===== config.mk =====
export PLATFORM = sky130hd
export DESIGN_NAME = msg_scan_display
export DESIGN_NICKNAME = d
export VERILOG_FILES = /design/src/rtl/msg_scan_display.sv
export SDC_FILE = /design/constraint.sdc
export NUM_CORES = 1
export LEC_CHECK = 0
export CAP_MARGIN = 20
export CORE_UTILIZATION = 37
export DETAILED_ROUTE_END_ITERATION = 10
export PLACE_DENSITY_LB_ADDON = 0.08
export REMOVE_ABC_BUFFERS = 1
export SYNTH_ARGS = -nofsm -noshare
export SYNTH_HDL_FRONTEND = slang
export SYNTH_SLANG_ARGS = --single-unit

===== constraint.sdc =====
create_clock -name clock -period 2.68 [get_ports clock]
set_input_delay 0.804 -clock clock [delete_from_list [all_inputs] [get_ports clock]]
set_output_delay 0.804 -clock clock [all_outputs]
set_load 0.01 [all_outputs]

===== src/rtl/msg_scan_display.sv =====
// Scans an 8-character letter bus onto a common-anode 7-segment display, snapshotting once per frame.
// Optional MSG_MATCH_EN adds a "WITHDRAW" comparator output `match`.
module msg_scan_display #(
  parameter int unsigned SCAN_DIV = 100000,
  parameter int unsigned DIV_W    = 20
) (
  input  logic        clock,
  input  logic        rst_n,
  input  logic [39:0] instruction,
  output logic [6:0]  seg,
  output logic [7:0]  an,
  output logic        frame_tick,
  output logic        invalid
`ifdef MSG_MATCH_EN
  ,
  output logic        match
`endif
);

  logic [DIV_W-1:0] prescaler;
  logic [2:0]       idx;
  logic [39:0]      snapshot;
  logic             tick;
  logic             wrap;
  logic [4:0]       code;
  logic [6:0]       glyph;
  logic             inv_next;

  assign tick = (prescaler == DIV_W'(SCAN_DIV - 1));
  assign wrap = tick && (idx == 3'd7);
  assign code = snapshot[5*idx +: 5];

  always_comb begin
    glyph = 7'h00;
    case (code)
      5'd1:  glyph = 7'h77;
      5'd2:  glyph = 7'h7C;
      5'd3:  glyph = 7'h39;
      5'd4:  glyph = 7'h5E;
      5'd5:  glyph = 7'h79;
      5'd6:  glyph = 7'h71;
      5'd7:  glyph = 7'h3D;
      5'd8:  glyph = 7'h76;
      5'd9:  glyph = 7'h06;
      5'd10: glyph = 7'h1E;
      5'd11: glyph = 7'h75;
      5'd12: glyph = 7'h38;
      5'd13: glyph = 7'h37;
      5'd14: glyph = 7'h54;
      5'd15: glyph = 7'h5C;
      5'd16: glyph = 7'h73;
      5'd17: glyph = 7'h67;
      5'd18: glyph = 7'h50;
      5'd19: glyph = 7'h6D;
      5'd20: glyph = 7'h78;
      5'd21: glyph = 7'h3E;
      5'd22: glyph = 7'h1C;
      5'd23: glyph = 7'h2A;
      5'd24: glyph = 7'h64;
      5'd25: glyph = 7'h6E;
      5'd26: glyph = 7'h5B;
      default: glyph = 7'h00;
    endcase
  end

  // Judged on the incoming bus so the flag lands in the same cycle as frame_tick.
  always_comb begin
    inv_next = 1'b0;
    for (int unsigned i = 0; i < 8; i++) begin
      if (instruction[5*i +: 5] >= 5'd27) inv_next = 1'b1;
    end
  end

  always_ff @(posedge clock or negedge rst_n) begin
    if (!rst_n) begin
      prescaler  <= '0;
      idx        <= '0;
      snapshot   <= '0;
      seg        <= '1;
      an         <= '1;
      frame_tick <= 1'b0;
      invalid    <= 1'b0;
    end else begin
      prescaler  <= tick ? '0 : prescaler + DIV_W'(1);
      if (tick) idx <= idx + 3'd1;
      if (wrap) begin
        snapshot <= instruction;
        invalid  <= inv_next;
      end
      frame_tick <= wrap;
      an         <= ~(8'b1 << idx);
      seg        <= ~glyph;
    end
  end

`ifdef MSG_MATCH_EN
  always_ff @(posedge clock or negedge rst_n) begin
    if (!rst_n)    match <= 1'b0;
    else if (wrap) match <= (instruction == 40'hBA68824837);
  end
`endif

endmodule


==> results.md, run 1 <==
* Slew margin rel. at 59.4%
* Routability congestion estimate at approximately 0.77
* Sequential area share after synthesis at 49.3%
* Largest net degree at the start of global routing at 42
* Post_cts resized at 0
* Startpoint Class: flip-flop
* R2R Path End: seg[2]
* Max stage delay on crit path at about 0.56 ns
* Tot GR Track Use at 15.9%
* Clk pwr share at 34.3%
* Most common flop cell mapped by yosys: dfrtp_1
* Area growth syn-to-layout at 22.8%
* Initial antenna violation count at 0
* Setup TNS at 0 ns
* Setup Viol. Count Final at 0
* Crit path max fanout at 18
* CP cell instances: buf_12 > mux4_2 > mux2i_4 > o21ai_0 > o311a_1 > a221oi_1
* Final slew viol count at 0
* Yosys warnings at 0
* Worst Reg-to-Reg Cells at 6
* Pwr/cell area at 475 nW/um2
* DPL Wire Length at approximately 6 mm
* GRT overflow at 0
* Unique masters post-synth at between 40 and 50
* Vias in the first global route at 2672
* DR iter-0 viols at 88
* Max Clock Skew at around 0.015 ns
* CP Launch Point: idx[0]
* Post-CTS Hold Fix Bufs at 0
* CTS Buffer Depth at 2
* Buffers & Inverters on Critical Path at 1
* WL/cell at roughly 16 um
* Pleak at 0.00226 uW
* Register share of total power at approximately 54%
* Post-CTS Setup Bufs at 0
* Levels on crit path at 6
* Post-synthesis register bit count at 80
* First-pass GRT wire length at 13.8 mm
* Vert. Die Dim at 107 um
* Final antenna-violating net count at 0
* Worst Setup EP: seg[2]
* Clock Sinks at 80
* DRT Pass-1 Iters at 4
* Hold crit path type: input pin to asynchronous set/reset pin
* Die width at 107 um
* Fmax at 0.410 GHz
* Clk Latency, worst-skew pair at 0.36 ns
* Die ar. at 11500 um2
* Drt via density at 4.93
* Drt total wl at 8.32 mm
* RSZ-0062 raised after global routing: no
* Slowest-stage cell, CP: mux4_2
* I/O pin total at 59
* Tot Pwr at between 2000 and 2500 uW
* Reg2reg setup slack at 0.24 ns
* Worst path required time at 2.92 ns
* Logic pwr share at around an eighth
* Max-cap violations at 0
* Post-synthesis cell count at 316
* Sw Share at 25.0%
* H-tree Lvls at 3
* Switch Pwr at between 500 and 600 uW
* Post-Syn Area at between 4000 and 5000 um2
* Post-layout nets at ~440
* CTS buffer count at 9
* Post-synth EDFFs at 0
* Layout cell share with drive strength beyond 1 at 25.8%
* DRC at 0
* Post-layout min period at 2.44 ns
* Period Utilization, post-route at 91.0%
* Placement Cell Area at roughly 4900 um2
* CP top delay family: multiplexers
* Num rows at 38
* Worst setup margin at 0.241 ns
* Root buf cell: clkbuf_8
* Peak supply drop at 0.251 mV
* WP data arrival at 2.68 ns
* CTS tree: done
* Vias at roughly 2600
* Synthesized area per cell at 13.0 um2
* Ant. Diodes at 0
* CP Capture Type: flip-flop
* Finished Cell Area at between 5000 and 6000 um2
* Status: finished, final reports clean
* Transition time of the tightest slew-check pin at ~0.6 ns
* Int Power at 1790 uW
* Endpoints failing hold at 0
* CTS clk-pin slew, worst paths at 0.08 ns
* Critical R2R Launch: idx[0]
* Worst slack at placement at about 0.14 ns
* PortBufs at 58
* Core ar. at 10800 um2
* Initial core utilization at 37.8%
* Kind of critical path: flip-flop to flip-flop
* Synth async-reset ratio at 100%
[final cells by class]
type / instances / area (um2)
Clock buffer: 11 / 141
Clock inverter: 5 / 40.0
Fill cell: 1028 / 5810
Inverter: 10 / 37.5
Multi-Input combinational cell: 215 / 1950
Sequential cell: 80 / 2020
Tap cell: 140 / 175
Timing Repair Buffer: 67 / 671
[placed cells by master (no fill, tap or decap), drive strengths merged, types with 2 or more instances in the layout]
master	instances
mux2	43
mux4	10
mux2i	8
and3	2
and4	4
clkdlybuf4s50	57
dfrtp	65
clkbuf	11
o22ai	6
nor2	19
or4	2
xor2	12
a221oi	2
o21ai	10
dfstp	15
buf	10
a21oi	12
or3	2
nor4	3
inv	12
nand2	33
o32ai	2
xnor2	7
clkinvlp	3
nor3	5
nand3	9
ha	12
[routing by layer]
metal | track usage [%] | vias to the layer above | wire length (um)
met3 | 3.81 | 11 | 330
li1 | - | 1262 | -
met1 | 21.6 | 1262 | 3970
met4 | 5.58 | 0 | 97
met2 | 24.7 | 67 | 3920
met5 | 0 | - | 0
[registers in the layout, summed over array words and instances (netlist names)]
name        cells
an              8
prescaler      20
idx             3
snapshot       40
invalid         1
seg             7
frame_tick      1
[Yosys cell counts (2+ instances only)]
library cell	instances	share of area [%]
a21oi_1	12	1.5
a221oi_1	2	0.43
and3_1	2	0.31
and4_1	4	0.85
buf_2	3	0.37
buf_6	6	1.6
dfrtp_1	65	40
dfstp_2	15	9.6
ha_1	12	3.7
inv_1	8	0.73
inv_2	2	0.18
mux2_1	2	0.55
mux2_2	2	0.55
mux2_4	39	14
mux2i_1	3	0.73
mux2i_2	2	0.67
mux2i_4	3	1.6
mux4_2	10	5.5
nand2_1	32	2.9
nand3_1	9	1.1
nor2_1	19	1.7
nor3_1	4	0.49
nor4_1	3	0.46
o21ai_0	5	0.61
o21ai_1	5	0.61
o22ai_1	6	0.92
o32ai_1	2	0.43
or3_1	2	0.31
or4_1	2	0.37
xnor2_1	7	1.5
xor2_1	12	2.6
[cells by family after synthesis]
logic type | after synthesis | synth area share, %
muxes | 61 | 23.9
adders and majority gates | 12 | 3.66
AOI/OAI and AO/OA | 40 | 6.07
and+or+nand+nor | 83 | 9.82
DFF | 80 | 49.3
xor gates and xnor gates | 19 | 4.06
buffers and inverters | 21 | 3.20
[power by group through the flow]
stage	clock, uW	combinational, uW	sequential (uW)
after floorplan	0	129	1300
after global placement	0	290	1300
after detailed placement	0	292	1300
after CTS	864	292	1280
after global routing	906	313	1290
final	821	288	1280
[how the worst min path moves through the flow]
| stage | from | end | slack [ns] | depth (start not counted) |
|---|---|---|---|---|
| 5_1_grt | rst_n | prescaler[14] | 0.45 | 1 |
| 3_3_place_gp | prescaler[19] | prescaler[19] | 0.47 | 1 |
| 4_1_cts | rst_n | prescaler[14] | 0.43 | 1 |
| 2_1_floorplan | prescaler[19] | prescaler[19] | 0.44 | 1 |
| 6_report | rst_n | prescaler[18] | 0.43 | 1 |
| 3_5_place_dp | prescaler[19] | prescaler[19] | 0.47 | 1 |
[stage by stage]
| step | util [%] | cells | hold slack, ns |
|---|---|---|---|
| finish | 46.4 | 528 | 0.429 |
| CTS | 46.4 | 528 | 0.433 |
| global route | 46.4 | 528 | 0.448 |
| global placement | 44.8 | 512 | 0.465 |
| detailed placement | 44.8 | 512 | 0.466 |
| floorplan | - | 305 | 0.443 |
Power figures use the tool's default switching activity.
==> inputs of run 2 (changes only) <==
--- a/config.mk
+++ b/config.mk
@@ -5,11 +5,14 @@
 export SDC_FILE = /design/constraint.sdc
 export NUM_CORES = 1
 export LEC_CHECK = 0
+export ABC_AREA = 1
 export CAP_MARGIN = 20
 export CORE_UTILIZATION = 37
 export DETAILED_ROUTE_END_ITERATION = 10
+export GPL_TIMING_DRIVEN = 0
 export PLACE_DENSITY_LB_ADDON = 0.08
 export REMOVE_ABC_BUFFERS = 1
+export SKIP_LAST_GASP = 1
 export SYNTH_ARGS = -nofsm -noshare
 export SYNTH_HDL_FRONTEND = slang
 export SYNTH_SLANG_ARGS = --single-unit
==> run 2 against run 1 <==
Compared with the run above: clock power up 47%; worst setup slack better by 0.051 ns; wire length is 27% higher; worst hold slack worse by 0.056 ns; first-iteration DRC count is 130% higher; non-clock buffer count shrank 8; largest power group unchanged; highest routed layer unchanged.
==> results.md, run 2 <==
* Kind of critical path: flip-flop to flip-flop
* Largest net degree at the start of global routing at 55
* Most common flop cell mapped by yosys: dfrtp_1
* Area contributors post-synth: dfrtp_1, nand2_1, dfstp_2
* Core ar. at 11500 um2
* Endpoints failing hold at 0
* Sequential area share after synthesis at 46.3%
* Period Utilization, post-route at 89.1%
* Synth Area in Compound Gates at 6.82%
* Placed instance count at 780
* Clk Latency, worst-skew pair at 0.34 ns
* M3 GR Usage at 3.18%
* XOR/XNOR Fraction of Synth Area at 1.20%
* Adder-Cell Fraction of Synth Area at about 3.4%
* Clock Sinks at 80
* Area growth syn-to-layout at 22.1%
* I/O pin total at 59
* Num rows at 39
* Final Non-Filler Cells at between 700 and 800
* Die ar. at around 12000 um2
* Fillers at 1182
* Max Clock Skew at 0.00726 ns
* CTS clk-pin slew, worst paths at roughly 0.060 ns
* Met2 track demand over resource at 27.0%
* CP Capture Type: flip-flop
* Crit path max fanout at 26
* Tot Pwr at approximately 2500 uW
* Vias at just under 4000
* Vias in the first global route at 3459
* Most frequent cells after synthesis: nand2_1, inv_1, dfrtp_1
* First-pass GRT wire length at about 17 mm
* Post-synthesis cell count at 595
* Multi-input gate area at between 1500 and 2000 um2
* Post-synth EDFFs at 0
* Yosys warnings at 0
* Met1 usage at 26.1%
* Ant. Diodes at 0
* Finished Cell Area at ~5300 um2
* Placement Cell Area at 5040 um2
* CTS buffer count at 9
* CTS Buffer Depth at 2
* Post-synthesis register bit count at 80
* H-tree Lvls at 3
* Pleak at 0.00261 uW
* Initial antenna violation count at 0
* Post-Syn Area at 4370 um2
* Final slew viol count at 0
* Layout cell share with drive strength beyond 1 at 6.43%
* WP data arrival at 2.66 ns
* Mux cell area share after synthesis at 0%
* Slew margin rel. at between 40% and 50%
* Unique masters post-synth at 31
* Pwr/cell area at 475 nW/um2
* CTS tree: done
* Post-Synth Simple-Gate Area at 32.5%
* Tot GR Track Use at 18.1%
* Startpoint Class: flip-flop
* Final antenna-violating net count at 0
* Most frequent cells in the layout: nand2_1, inv_1, dfrtp_1
* Most flops, register: snapshot
* GR peak layer: met2
* Count leader, synth: nand2_1
* Number of flip-flops in the largest register at 40
* Vert. Die Dim at 111 um
* Synth async-reset ratio at between 90% and 100%
* Fmax at 0.419 GHz
* Leading cell type in the layout, fill and taps excluded: nand2_1
* Max-cap violations at 0
* DRT Pass-1 Iters at 5
* Biggest regs: snapshot (40), prescaler (20), an (8)
* Post-layout min period at approximately 2.4 ns
* Synth top area share at about 37%
* Largest family of logic cells by synthesized area: simple AND/OR/NAND/NOR gates
* Status: finished, final reports clean
* Worst path required time at 2.95 ns
* Sequential cell area at 2030 um2
* Post-layout nets at 702
* Drt total wl at around 11 mm
* DRC at 0
* Routability congestion estimate at 0.866
* DPL Wire Length at around 7.5 mm
* Die width at 111 um
* Synthesized area per cell at approximately 7.3 um2
* PortBufs at 58
* WL/cell at 13.3 um
* RSZ-0062 raised after global routing: no
* Peak supply drop at 0.271 mV
* GRT overflow at 0
* Setup Viol. Count Final at 0
* Transition time of the tightest slew-check pin at ~0.76 ns
* Hold crit path type: input pin to asynchronous set/reset pin
* Drt via density at 4.84
* Area leader, netlist: dfrtp_1
* DR iter-0 viols at 206
* Root buf cell: clkbuf_16
* Initial core utilization at 38.1%
-- run 2: worst max-delay path, cell delays in order, from the launching register on --
cell and delay, ns:
dfrtp_4 0.62, inv_2 0.36, nand2_1 0.09, nand3_1 0.08, nand3_1 0.12, nand2_1 0.24, ha_1 0.29, inv_1 0.08
nand3_1 0.14, nand2_1 0.12, nand2_1 0.05, nand2_1 0.07, o21ai_1 0.06
-- run 2: path summary, 6_finish.rpt --
path,slack (ns),start,to,cells past startpoint
setup / recovery,0.29,idx[0],seg[2],12
hold / removal,0.37,rst_n,prescaler[17],1
setup reg to reg,0.29,idx[0],seg[2],12
hold reg to reg,0.48,snapshot[13],snapshot[13],2
max in group asynchronous,1.67,rst_n,an[7],2
min in group clock,0.48,snapshot[13],snapshot[13],2
-- run 2: final cells by class --
cell class	instances	area share (%)
Timing Repair Buffer	59	11.4
Tap cell	143	3.36
Clock inverter	2	0.235
Multi-Input combinational cell	416	36.0
Sequential cell	80	38.0
Inverter	82	5.89
Clock buffer	14	5.14
-- run 2: per-layer routing --
layer / wire [um] / vias up / part of all wire [%]
met2: 4700 / 76 / 44
li1: - / 1968 / -
met3: 382 / 12 / 3.6
met4: 177 / 0 / 1.7
met1: 5320 / 1794 / 50
met5: 0 / - / 0
-- run 2: cells by family (layout without fill, tap and decap cells) --
group / Yosys count / count (layout)
simple gates: 341 / 341
buf+inv: 99 / 157
xor+xnor: 6 / 6
fa+ha+maj: 12 / 12
flops: 80 / 80
compound gates: 57 / 57
-- run 2: metrics by stage --
| step | worst slack (ns) | utilization (%) | TNS (ns) | hold WS [ns] |
|---|---|---|---|---|
| CTS | 0.211 | 46.5 | 0 | 0.386 |
| global route | 0.0952 | 46.5 | 0 | 0.402 |
| floorplan | 0.578 | - | 0 | 0.444 |
| global placement | -2.17 | 43.7 | -159.80 | 0.461 |
| finish | 0.292 | 46.5 | 0 | 0.373 |
| detailed placement | -0.135 | 43.9 | -1.48 | 0.464 |
-- run 2: report_power, final --
group | total, uW | switching, uW | internal [uW]
logic | 114 | 50.8 | 63.1
clock network | 1210 | 505 | 704
registers | 1210 | 0 | 1210
total | 2530 | 556 | 1980
-- run 2: what timing repair did --
item / CTS / global route
setup endpoints to repair: 37 / 1
hold buffers: 0 / 0
setup buffers: 0 / 0
cloned: 0 / 0
gates resized for setup: 2 / 2
